===== config.mk =====
export PLATFORM = sky130hd
export DESIGN_NAME = control_div_restoring
export DESIGN_NICKNAME = d
export VERILOG_FILES = /design/src/rtl/control_div_restoring.sv
export SDC_FILE = /design/constraint.sdc
export NUM_CORES = 1
export LEC_CHECK = 0
export ABC_AREA = 1
export BUFFER_PORTS_ARGS = -buffer_cell sky130_fd_sc_hd__buf_2
export CAP_MARGIN = 20
export CORE_ASPECT_RATIO = 1.4
export CORE_MARGIN = 2
export CORE_UTILIZATION = 35
export DETAILED_ROUTE_END_ITERATION = 8
export PLACE_DENSITY = 0.57
export SETUP_SLACK_MARGIN = 0.15
export SYNTH_ARGS = -nofsm -noshare
export SYNTH_HDL_FRONTEND = slang
export SYNTH_SLANG_ARGS = --single-unit

===== constraint.sdc =====
create_clock -name clk -period 1.3 [get_ports clk]
set_input_delay 0.26 -clock clk [delete_from_list [all_inputs] [get_ports clk]]
set_output_delay 0.26 -clock clk [all_outputs]
set_load 0.05 [all_outputs]

===== src/rtl/control_div_restoring.sv =====
// Control sequencer for a restoring divider datapath: issues one
// SH/SUB/(ADD|Q1) round per quotient bit, flags divide-by-zero and
// stretches DONE for DONE_HOLD cycles. All outputs come straight from
// flops so they are glitch-free Moore decodes of the state.
module control_div_restoring #(
    parameter int WIDTH     = 8,
    parameter int DONE_HOLD = 31
) (
    input  logic clk,
    input  logic rst_n,
    input  logic INIT,
    input  logic DZ,
    input  logic MSB,
    output logic LD,
    output logic SH,
    output logic SUB,
    output logic ADD,
    output logic Q1,
    output logic BUSY,
    output logic ERR,
    output logic DONE
);
    localparam int         CW        = $clog2(WIDTH + 1);
    localparam logic [5:0] HOLD_LAST = 6'(DONE_HOLD - 1);

    typedef enum logic [3:0] {
        S_IDLE    = 4'd0,
        S_LOAD    = 4'd1,
        S_CHECK   = 4'd2,
        S_SHIFT   = 4'd3,
        S_SUBTR   = 4'd4,
        S_TEST    = 4'd5,
        S_RESTORE = 4'd6,
        S_SETQ    = 4'd7,
        S_END     = 4'd8,
        S_ERROR   = 4'd9
    } state_t;

    state_t        state_q, state_d;
    logic [CW-1:0] cnt_q, cnt_d;
    logic [5:0]    hold_q, hold_d;
    logic          init_q;
    logic          ld_q, sh_q, sub_q, add_q, q1_q, busy_q, err_q, done_q;

    // Next-state and counter update; DZ only matters in CHECK, MSB only in TEST.
    always_comb begin
        state_d = state_q;
        cnt_d   = cnt_q;
        hold_d  = hold_q;
        case (state_q)
            S_IDLE:    if (INIT && !init_q) state_d = S_LOAD;
            S_LOAD: begin
                state_d = S_CHECK;
                cnt_d   = CW'(WIDTH);
            end
            S_CHECK: begin
                hold_d  = '0;
                state_d = DZ ? S_ERROR : S_SHIFT;
            end
            S_SHIFT:   state_d = S_SUBTR;
            S_SUBTR:   state_d = S_TEST;
            S_TEST:    state_d = MSB ? S_RESTORE : S_SETQ;
            S_RESTORE, S_SETQ: begin
                // Saturating decrement: the counter never wraps below zero.
                if (cnt_q != '0) cnt_d = cnt_q - CW'(1);
                if (cnt_q <= CW'(1)) begin
                    state_d = S_END;
                    hold_d  = '0;
                end else begin
                    state_d = S_SHIFT;
                end
            end
            S_END, S_ERROR: begin
                if (hold_q == HOLD_LAST) begin
                    state_d = S_IDLE;
                    hold_d  = '0;
                end else begin
                    hold_d  = hold_q + 6'd1;
                end
            end
            default:   state_d = S_IDLE;
        endcase
    end

    // State, counters, INIT edge history and output flops decoded from the next state.
    always_ff @(posedge clk or negedge rst_n) begin
        if (!rst_n) begin
            state_q <= S_IDLE;
            cnt_q   <= '0;
            hold_q  <= '0;
            init_q  <= 1'b0;
            ld_q    <= 1'b0;
            sh_q    <= 1'b0;
            sub_q   <= 1'b0;
            add_q   <= 1'b0;
            q1_q    <= 1'b0;
            busy_q  <= 1'b0;
            err_q   <= 1'b0;
            done_q  <= 1'b0;
        end else begin
            state_q <= state_d;
            cnt_q   <= cnt_d;
            hold_q  <= hold_d;
            init_q  <= INIT;
            ld_q    <= (state_d == S_LOAD);
            sh_q    <= (state_d == S_SHIFT);
            sub_q   <= (state_d == S_SUBTR);
            add_q   <= (state_d == S_RESTORE);
            q1_q    <= (state_d == S_SETQ);
            busy_q  <= (state_d != S_IDLE);
            err_q   <= (state_d == S_ERROR);
            done_q  <= (state_d == S_END) || (state_d == S_ERROR);
        end
    end

    assign LD   = ld_q;
    assign SH   = sh_q;
    assign SUB  = sub_q;
    assign ADD  = add_q;
    assign Q1   = q1_q;
    assign BUSY = busy_q;
    assign ERR  = err_q;
    assign DONE = done_q;

endmodule


======== After elaboration in Yosys (flattened, before gate mapping) ========
Index checks and enable logic that the tools add are counted.
cells by class
  eq/ne operators ......................... 19
  magnitude comparators ................... 1
  add/subtract/negate cells ............... 2
  reduce and logical (&&, ||, !) cells .... 12
  mux-type cells .......................... 11
operator list
  operator                                             count
  one-hot mux 4 bit (8 select lines)                   1
  equality test 4 x 3 -> 1 bit, second input constant  7
  two-way mux 4 bit                                    5
  one-hot mux 6 bit (3 select lines)                   1
  equality test 4 bit, second input constant           4
  equality test 4 x 2 -> 1 bit, second input constant  3
  two-way mux 6 bit                                    2
  equality test 4 x 1 -> 1 bit, second input constant  2
  one-hot mux 4 bit (2 select lines)                   1
  nonzero test 4 bit                                   2
  adder 6 x 1 -> 6 bit, second input constant          1
  equality test 6 x 5 -> 1 bit, second input constant  1
  <= comparator 4 x 1 -> 1 bit, second input constant  1
  logical NOT 4 bit                                    1
  inequality test 2 bit, second input constant         2
  AND reduction 2 bit                                  2
  OR reduction 2 bit                                   2
  subtractor 4 x 1 -> 4 bit, second input constant     1
  nonzero test 3 bit                                   1
  nonzero test 2 bit                                   1
  logical AND 1 bit                                    1
  logical NOT 1 bit                                    1
  logical OR 1 bit                                     1
  two-way mux 1 bit                                    1
word-level totals
  register bits after elaboration ......... 23
  output and inout bits ................... 8
  word-level logic and storage cells ...... 57

======== Depth between registers and ports, before layout ========
Gate-level depths: netlist of run 1.
  depth after elaboration ................. 6
  mapped depth ............................ 11
  depth with buffers taken out ............ 11

======== Worst setup path before layout of run 1 ========
OpenSTA, ideal clock, no wires.
  path type ............................... register to register
  start ................................... register cnt_q[0]
  end ..................................... register err_q, in the netlist ERR
  period minus slack after synthesis ...... 1363 ps
  path slack .............................. -63 ps
  path buffers ............................ 0
  data arrival time ....................... 1244 ps
  stages on the path, launching flop included .. 11
  data required time ...................... 1181 ps
  cells stage by stage .................... dfrtp_1 inv_1 ha_1 inv_1 nand2_1 nand2_1 nand2_2 nand2_1 nor2_1 nand2_2 and2_1
between the ends
  word-level cells in the longest chain between the ends .. 4
ends and longest elaborated chain
  what                                RTL line  RTL
  start, declared                     40        logic [CW-1:0] cnt_q, cnt_d;
  start signal, assigned              102       cnt_q <= cnt_d;
  <= comparator 4 x 1 -> 1 bit        66        if (cnt_q <= CW'(1)) begin
  two-way mux 4 bit                   66
  one-hot mux 4 bit (8 select lines)  50        case (state_q)
  net state_d[0]                      39        state_t state_q, state_d;
  equality test 4 bit                 111       err_q <= (state_d == S_ERROR);
  end signal, assigned                111
  end, declared                       43        logic ld_q, sh_q, sub_q, add_q, q1_q, busy_q, err_q, done_q;
The timed path passes the listed nets, and every way through them passes these cells.
A chain may end at the register's enable or synchronous reset.

======== Final worst setup path of run 1 ========
  start ................................... register state_q[3]
  end ..................................... register hold_q[1]
between the ends
  word-level cells in the longest chain between the ends .. 4
  elaborated cells on any way between the ends .. 11
  classes of those cells .................. eq/ne: 6; mux: 1; reduce/logical: 4
ends and longest elaborated chain
  what                                                                          RTL line  RTL
  start, declared                                                               39
  start signal, assigned                                                        101       state_q <= state_d;
  equality test 4 x 3 -> 1 bit / equality test 4 bit (equally long branches)    50
  OR reduction 2 bit                                                            50
  inequality test 2 bit (no line) / nonzero test 3 bit (equally long branches)  -
  AND reduction 2 bit (no line)                                                 -
  end signal, assigned                                                          103       hold_q <= hold_d;
  end, declared                                                                 41        logic [5:0] hold_q, hold_d;
Several ways; a longest one is shown, not always the timed one.

==> Flow_metrics.wiki, run 1 <==
{| class="wikitable"
! Metric !! Value
|-
| Status || complete, but fails checks
|-
| Violated checks || negative setup slack
|-
| Count of different cell masters after synthesis || 25
|-
| Count of nets after finishing || 195
|-
| Area share of and/or/nand/nor cells after synthesis || 31.1%
|-
| Final Hold Vio Count || 0
|-
| Crit Path Max Fanout || 4
|-
| Core Rows || 25
|-
| CTS H-tree lvls || 1
|-
| Largest cells by area after synthesis || sky130_fd_sc_hd__dfrtp_1 48%, sky130_fd_sc_hd__nand2_1 9.3%, sky130_fd_sc_hd__nand3_1 6.2%, sky130_fd_sc_hd__inv_1 5.3%, sky130_fd_sc_hd__ha_1 5.2%
|-
| Synthesis Warnings || 0
|-
| Worst-path clk slew || 0.08 ns
|-
| Via count of the routed design || 1102
|-
| Detail Route Antenna Nets || 0
|-
| Ports placed on the boundary || 13
|-
| Die ar. || 3940 µm²
|-
| Worst clock skew || 0.00184 ns
|-
| Max Cap Violations || 0
|-
| Final non-filler cell total || 224
|-
| Number of buffers inserted during clock tree synthesis || 3
|-
| Number of max-slew violations in the final report || 0
|-
| Placer's final routability congestion estimate || 0.831
|-
| Fraction of post-synthesis cell area in the top cell type by area || approximately 48%
|-
| Number of global-route vias before repair || 1113
|-
| Design area || about 1700 µm²
|-
| Max Freq || 0.737 GHz
|-
| Maximum vdd drop || 0.00115 V
|-
| Post-DP HPWL || 2120 µm
|-
| Die Height || 73.5 µm
|-
| Antenna fix cells || 0
|-
| Worst setup slack before clock tree synthesis || -0.0712 ns
|-
| Setup repair after global routing missed its margin || true
|-
| DRC violations left || 0
|-
| Reg-to-reg startpoint || state_q[3]
|-
| Violation count after the first detailed-routing iteration || 40
|-
| Average vias per placed instance || 4.92
|-
| P per Cell Area || 2130 nW/µm²
|-
| Slew at the pin with the worst max-slew slack || approximately 0.51 ns
|-
| Grt ovf || 0
|-
| Global routing usage summed across all routing layers || 16.6%
|-
| Pin count of the biggest net entering global routing || 24
|-
| CTS sink cnt || 23
|-
| Area fraction in compound gates after synthesis || 7.05%
|-
| IO Port Bufs || 12
|-
| Launch point of the critical path || state_q[3]
|-
| Count of placed standard cells including taps || 213
|-
| Crit Path Category || flip-flop to flip-flop
|-
| Fraction of final layout cells sized beyond drive strength 1 || a little under half
|-
| Shortest clock period the worst path allows after layout || between 1 and 1.5 ns
|-
| Root Buffer || sky130_fd_sc_hd__clkbuf_8
|-
| Post-route clock period utilization || 104%
|-
| Number of antenna violations at the first check in global routing || 0
|-
| Largest buffer count on any clock path || 2
|-
| Worst endpoint data arrival time || approximately 1.5 ns
|-
| Data required, critical path || 1.45 ns
|-
| Synthesized cell area || between 1000 and 1500 µm²
|-
| Cell taking the most area after synthesis || sky130_fd_sc_hd__dfrtp_1
|-
| Synth-to-layout area growth || 40.9%
|-
| Setup crit start kind || flip-flop
|-
| Routed length per instance || about 13 µm
|-
| Adder-cell share of the synthesized area || 5.19%
|-
| Count of final setup violators || 10
|-
| Final WL || 2850 µm
|-
| Nature of the critical path endpoint || flip-flop
|-
| Area of the core || 3350 µm²
|-
| Combinational family with the most area after synthesis || simple AND/OR/NAND/NOR gates
|-
| Sequential cell area fraction in the yosys report || 47.7%
|-
| Total Power Consumption || 3.62 mW
|-
| Worst setup slack after layout || -0.0577 ns
|-
| Static power due to leakage || 0.867 nW
|-
| Cell count after synthesis || 143
|-
| Post-Synth XOR/XNOR Area || 1.45%
|-
| Clock tree from TritonCTS || built
|-
| Launch instance of the worst min-delay path || INIT
|-
| Clock latency on the worst-skew pair || approximately 0.26 ns
|-
| Flops & latches, synth || 23
|-
| Global-route wire length before repair || just under 5000 µm
|-
| Starting utilization of the core area || between 30 and 40%
|-
| Die width || ~54 µm
|-
| Pre-Repair DR Iteration Count || 4
|-
| Fin Hold WS || 0.117 ns
|-
| Net count after synthesis || approximately 150
|-
| Kind of path behind the tightest hold check || input port to flip-flop
|-
| Headroom to the max-slew limit || 65.9%
|-
| Portion of netlist area occupied by mux cells || 0%
|-
| Average footprint of a synthesized cell || 8.43 µm²
|-
| Fillers || 318
|-
| Instance area at placement || 1460 µm²
|}
-- worst paths after layout --
| kind | endpoint | slack (ns) | cells past startpoint |
|---|---|---|---|
| max in group asynchronous | state_q[1] | 0.43 | 2 |
| worst min-delay path | init_q | 0.12 | 1 |
| worst max-delay path | hold_q[1] | -0.06 | 8 |
| min in group asynchronous | hold_q[2] | 0.50 | 2 |
| worst max register to register | hold_q[1] | -0.06 | 8 |
| worst min register to register | LD | 0.56 | 3 |
-- flip-flops by register name, summed over array words and instances (netlist names) --
name / count
init_q: 1
SUB: 1
DONE: 1
ERR: 1
Q1: 1
hold_q: 6
LD: 1
cnt_q: 4
ADD: 1
BUSY: 1
state_q: 4
SH: 1
-- kinds of logic (layout without fill, tap and decap cells) --
| family | after synthesis | after routing |
|---|---|---|
| and+or+nand+nor | 76 | 76 |
| AOI/OAI and AO/OA | 15 | 15 |
| adders and majority gates | 5 | 5 |
| buffers and inverters | 22 | 63 |
| DFF | 23 | 23 |
| xor gates and xnor gates | 2 | 2 |
-- final cells by class --
cell class                      instances  area, µm²  share of cell area (%)
Inverter                               21       81.3                    4.79
Sequential cell                        23        581                    34.2
Clock buffer                            4       45.0                    2.65
Multi-Input combinational cell         98        677                    39.8
Timing Repair Buffer                   38        265                    15.6
Tap cell                               40       50.0                    2.95
-- synthesized netlist by cell type, drive strengths merged --
| master | number |
|---|---|
| nand3 | 18 |
| clkinv | 1 |
| nand4 | 4 |
| and2 | 1 |
| nand2 | 34 |
| a21boi | 1 |
| o21ai | 7 |
| nor3 | 1 |
| o211ai | 1 |
| nor4 | 1 |
| ha | 5 |
| buf | 1 |
| o22ai | 2 |
| xor2 | 2 |
| dfrtp | 23 |
| a21oi | 3 |
| o21bai | 1 |
| inv | 20 |
| nor2 | 17 |
-- metrics by stage --
stage	setup TNS [ns]	util (%)
6_report	-0.378	50.8
4_1_cts	-0.103	47.2
5_1_grt	-1.59	50.8
3_5_place_dp	-0.447	43.7
2_1_floorplan	0	-
3_3_place_gp	-0.182	43.7
-- critical path: stages, from the launching register on --
cell and delay (ns):
sky130_fd_sc_hd__dfrtp_2 0.45, sky130_fd_sc_hd__inv_2 0.11, sky130_fd_sc_hd__nand2_2 0.08, sky130_fd_sc_hd__nor2_4 0.21
sky130_fd_sc_hd__nand2_2 0.14, sky130_fd_sc_hd__nand2_4 0.11, sky130_fd_sc_hd__inv_4 0.05, sky130_fd_sc_hd__nand2_1 0.04
sky130_fd_sc_hd__o21ai_1 0.06
-- where the power goes --
part	internal, mW	switching [mW]	total [mW]
Sequential	0.921	0.184	1.11
Clock	0.218	0.219	0.437
Combinational	0.857	1.22	2.08
Total	2.00	1.62	3.62
-- placed cells by master (no fill, tap or decap), types with 2 or more instances in the layout --
| master | instances |
|---|---|
| sky130_fd_sc_hd__buf_2 | 12 |
| sky130_fd_sc_hd__o21ai_1 | 6 |
| sky130_fd_sc_hd__ha_1 | 2 |
| sky130_fd_sc_hd__nand2_1 | 20 |
| sky130_fd_sc_hd__nor2_4 | 4 |
| sky130_fd_sc_hd__xor2_1 | 2 |
| sky130_fd_sc_hd__nand3_2 | 4 |
| sky130_fd_sc_hd__ha_4 | 2 |
| sky130_fd_sc_hd__dfrtp_2 | 4 |
| sky130_fd_sc_hd__nand2_2 | 9 |
| sky130_fd_sc_hd__inv_2 | 6 |
| sky130_fd_sc_hd__nor2_2 | 5 |
| sky130_fd_sc_hd__nand4_1 | 4 |
| sky130_fd_sc_hd__nand2_4 | 5 |
| sky130_fd_sc_hd__nand3_1 | 13 |
| sky130_fd_sc_hd__nor2_1 | 8 |
| sky130_fd_sc_hd__dfrtp_1 | 19 |
| sky130_fd_sc_hd__inv_1 | 13 |
| sky130_fd_sc_hd__a21oi_1 | 3 |
| sky130_fd_sc_hd__clkbuf_8 | 3 |
| sky130_fd_sc_hd__buf_4 | 23 |
| sky130_fd_sc_hd__buf_6 | 2 |
-- layer usage --
layer | vias to the layer above | part of all wire (%) | track usage [%]
met5 | - | 0 | 0
met4 | 0 | 2.7 | 7.98
met3 | 10 | 2.5 | 1.83
met2 | 23 | 58 | 30.9
met1 | 522 | 37 | 17.9
li1 | 547 | - | -
-- timing repair --
action / CTS / global route
endpoints found under the hold margin: 23 / 0
resized for setup: 22 / 22
endpoints found under the setup margin: 18 / 18
hold buffers: 1 / 0
setup buffers: 1 / 5
pin swaps: 5 / 5
No activity file was read; power rests on OpenSTA's default activity.
==> run 2: changes to the inputs <==
--- a/config.mk
+++ b/config.mk
@@ -8,11 +8,10 @@
 export ABC_AREA = 1
 export BUFFER_PORTS_ARGS = -buffer_cell sky130_fd_sc_hd__buf_2
 export CAP_MARGIN = 20
-export CORE_ASPECT_RATIO = 1.4
 export CORE_MARGIN = 2
-export CORE_UTILIZATION = 35
+export CORE_UTILIZATION = 45
 export DETAILED_ROUTE_END_ITERATION = 8
-export PLACE_DENSITY = 0.57
+export PLACE_DENSITY = 0.67
 export SETUP_SLACK_MARGIN = 0.15
 export SYNTH_ARGS = -nofsm -noshare
 export SYNTH_HDL_FRONTEND = slang
==> constraint.sdc (replaced) <==
create_clock -name clk -period 1.7 [get_ports clk]
set_input_delay 0.34 -clock clk [delete_from_list [all_inputs] [get_ports clk]]
set_output_delay 0.34 -clock clk [all_outputs]
set_load 0.05 [all_outputs]
==> run 2 against run 1 <==
Against the previous run: the run now ends clean; first-iteration DRC count fell by 68%; final cell count fell by 15%; core utilization rose by 3.7 points; sequential power fell by 23%; worst hold slack improved by 0.011 ns; die area fell by 21%; wire length fell by 17%; flip-flop and latch count did not move; clock-buffer cell count fell by 1.
==> Flow_metrics.wiki, run 2 (same netlist as run 1, synthesis figures left out) <==
{| class="wikitable"
! Metric !! Value
|-
| Headroom to the max-slew limit || between 60% and 70%
|-
| Setup crit start kind || flip-flop
|-
| Buffers plus inverters on the worst setup path || 2
|-
| P per Cell Area || 1580 nW/µm²
|-
| Setup TNS || 0 ns
|-
| Final Hold Vio Count || 0
|-
| Maximum vdd drop || 0.00120 V
|-
| CTS H-tree lvls || 1
|-
| Total Power Consumption || 2.16 mW
|-
| Biggest regs || hold_q x6, cnt_q x4, state_q x4
|-
| Leading cell types in the layout, fill and taps excluded || 28 x sky130_fd_sc_hd__nand2_1, 23 x sky130_fd_sc_hd__dfrtp_1, 15 x sky130_fd_sc_hd__inv_1, 15 x sky130_fd_sc_hd__nand3_1, 13 x sky130_fd_sc_hd__nor2_1
|-
| Detail Route Antenna Nets || 0
|-
| Global Route met2 Usage || 26.9%
|-
| Post-route clock period utilization || 84.7%
|-
| Slew at the pin with the worst max-slew slack || approximately 0.5 ns
|-
| Kind of path behind the tightest hold check || input port to flip-flop
|-
| Pin count of the biggest net entering global routing || 24
|-
| Number of global-route vias before repair || 909
|-
| Most flops, register || hold_q
|-
| Number of flip-flops in the largest register || 6
|-
| Average vias per placed instance || 5.19
|-
| Fin Hold WS || between 0.1 and 0.15 ns
|-
| Worst reg2reg path depth || 10
|-
| Root Buffer || sky130_fd_sc_hd__clkbuf_4
|-
| Clock latency on the worst-skew pair || 0.32 ns
|-
| Count of cell instances traversed by the critical path || 10
|-
| CTS sink cnt || 23
|-
| IO Port Bufs || 12
|-
| Number of max-slew violations in the final report || 0
|-
| Post-DP HPWL || 1720 µm
|-
| Static power due to leakage || approximately 0.73 nW
|-
| Global routing usage summed across all routing layers || 16.4%
|-
| Largest buffer count on any clock path || 2
|-
| Clock tree from TritonCTS || built
|-
| Crit Path Category || flip-flop to flip-flop
|-
| Nature of the critical path endpoint || flip-flop
|-
| Ports placed on the boundary || 13
|-
| Synth-to-layout area growth || 13.0%
|-
| Crit path max-delay family || simple AND/OR/NAND/NOR gates
|-
| Die width || 55.8 µm
|-
| Met1 Resource Use GR || between 20% and 30%
|-
| Crit Path Max Fanout || 4
|-
| Placer's final routability congestion estimate || 0.912
|-
| Most common cell type on the critical path || sky130_fd_sc_hd__nand2_2
|-
| Routed length per instance || ~12 µm
|-
| Global-route wire length before repair || about 4100 µm
|-
| Number of antenna violations at the first check in global routing || 0
|-
| Via count of the routed design || 992
|-
| Setup repair after global routing missed its margin || false
|-
| Die ar. || 3110 µm²
|-
| Pre-Repair DR Iteration Count || 4
|-
| DRC violations left || 0
|-
| Status || finished clean
|-
| Antenna fix cells || 0
|-
| Data required, critical path || roughly 1.9 ns
|-
| CP max stage cell || sky130_fd_sc_hd__dfrtp_1
|-
| Shortest clock period the worst path allows after layout || 1.44 ns
|-
| Number of buffers inserted during clock tree synthesis || 3
|-
| Most common library cell in the layout ignoring fill and taps || sky130_fd_sc_hd__nand2_1
|-
| Slowest Stage Delay on Critical Path || 0.44 ns
|-
| Post-route core utilization || 54.5%
|-
| Die Height || between 50 and 60 µm
|-
| Final non-filler cell total || between 150 and 200
|-
| Worst-path clk slew || about 0.13 ns
|-
| Final WL || 2370 µm
|-
| Layer carrying the most global-route usage || met2
|-
| Area of the core || 2500 µm²
|-
| Starting utilization of the core area || 48.2%
|-
| Count of nets after finishing || 172
|-
| Worst endpoint data arrival time || 1.67 ns
|-
| Fraction of final layout cells sized beyond drive strength 1 || 23.6%
|-
| Violation count after the first detailed-routing iteration || 13
|-
| Max Freq || ~0.69 GHz
|-
| Count of placed standard cells including taps || between 150 and 200
|-
| Worst Hold Depth || 1
|-
| Worst clock skew || 0.00540 ns
|-
| Core Rows || 18
|-
| Max Cap Violations || 0
|-
| Ordered list of cells on the worst path || inv_2 > ha_4 > inv_1 > nand2_1 > nand2_2 > nand2_2 > nand2_1 > nor2_1 > nand2_2 > and2_1
|-
| Grt ovf || 0
|-
| M3 GR Usage || 3.26%
|-
| Count of final setup violators || 0
|}
run 2: worst paths after layout:
kind,startpoint,endpoint,slack (ns)
setup / recovery,cnt_q[0],ERR,0.26
hold / removal,INIT,init_q,0.13
setup reg to reg,cnt_q[0],ERR,0.26
hold reg to reg,hold_q[5],hold_q[5],0.55
max in group asynchronous,rst_n,state_q[1],0.86
min in group asynchronous,rst_n,hold_q[2],0.50
run 2: cell type report:
cell class / instances / area (µm²)
clock inverters: 1 / 5.00
flip-flops and latches: 23 / 576
inverters: 21 / 78.8
multi-input cells: 98 / 558
repair buffers: 15 / 85.1
clock buffers: 3 / 22.5
well taps: 30 / 37.5
fillers: 218 / 1140
run 2: what timing repair did:
| action | in CTS | in global routing |
|---|---|---|
| buffers inserted | 0 | 2 |
| gates resized for setup | 0 | 6 |
| hold endpoints to repair | 23 | 0 |
| setup endpoints to repair | 0 | 10 |
| hold buffers | 1 | 0 |
run 2: where the power goes:
| group | total (mW) | internal (mW) | switching [mW] |
|---|---|---|---|
| clock network | 0.263 | 0.0882 | 0.175 |
| registers | 0.850 | 0.696 | 0.155 |
| logic | 1.04 | 0.333 | 0.709 |
run 2: stage by stage:
step	area, µm²	worst slack (ns)
after floorplan	1210	0.337
after global placement	1290	0.264
after detailed placement	1290	0.215
after CTS	1330	0.174
after global routing	1360	0.141
final	1360	0.260
run 2: layer usage:
layer / routed length [µm] / vias to the layer above / share of wire, %
met3: 82 / 5 / 3.5
met5: 0 / - / 0
met4: 35 / 0 / 1.5
met2: 1130 / 20 / 48
met1: 1120 / 467 / 47
li1: - / 500 / -
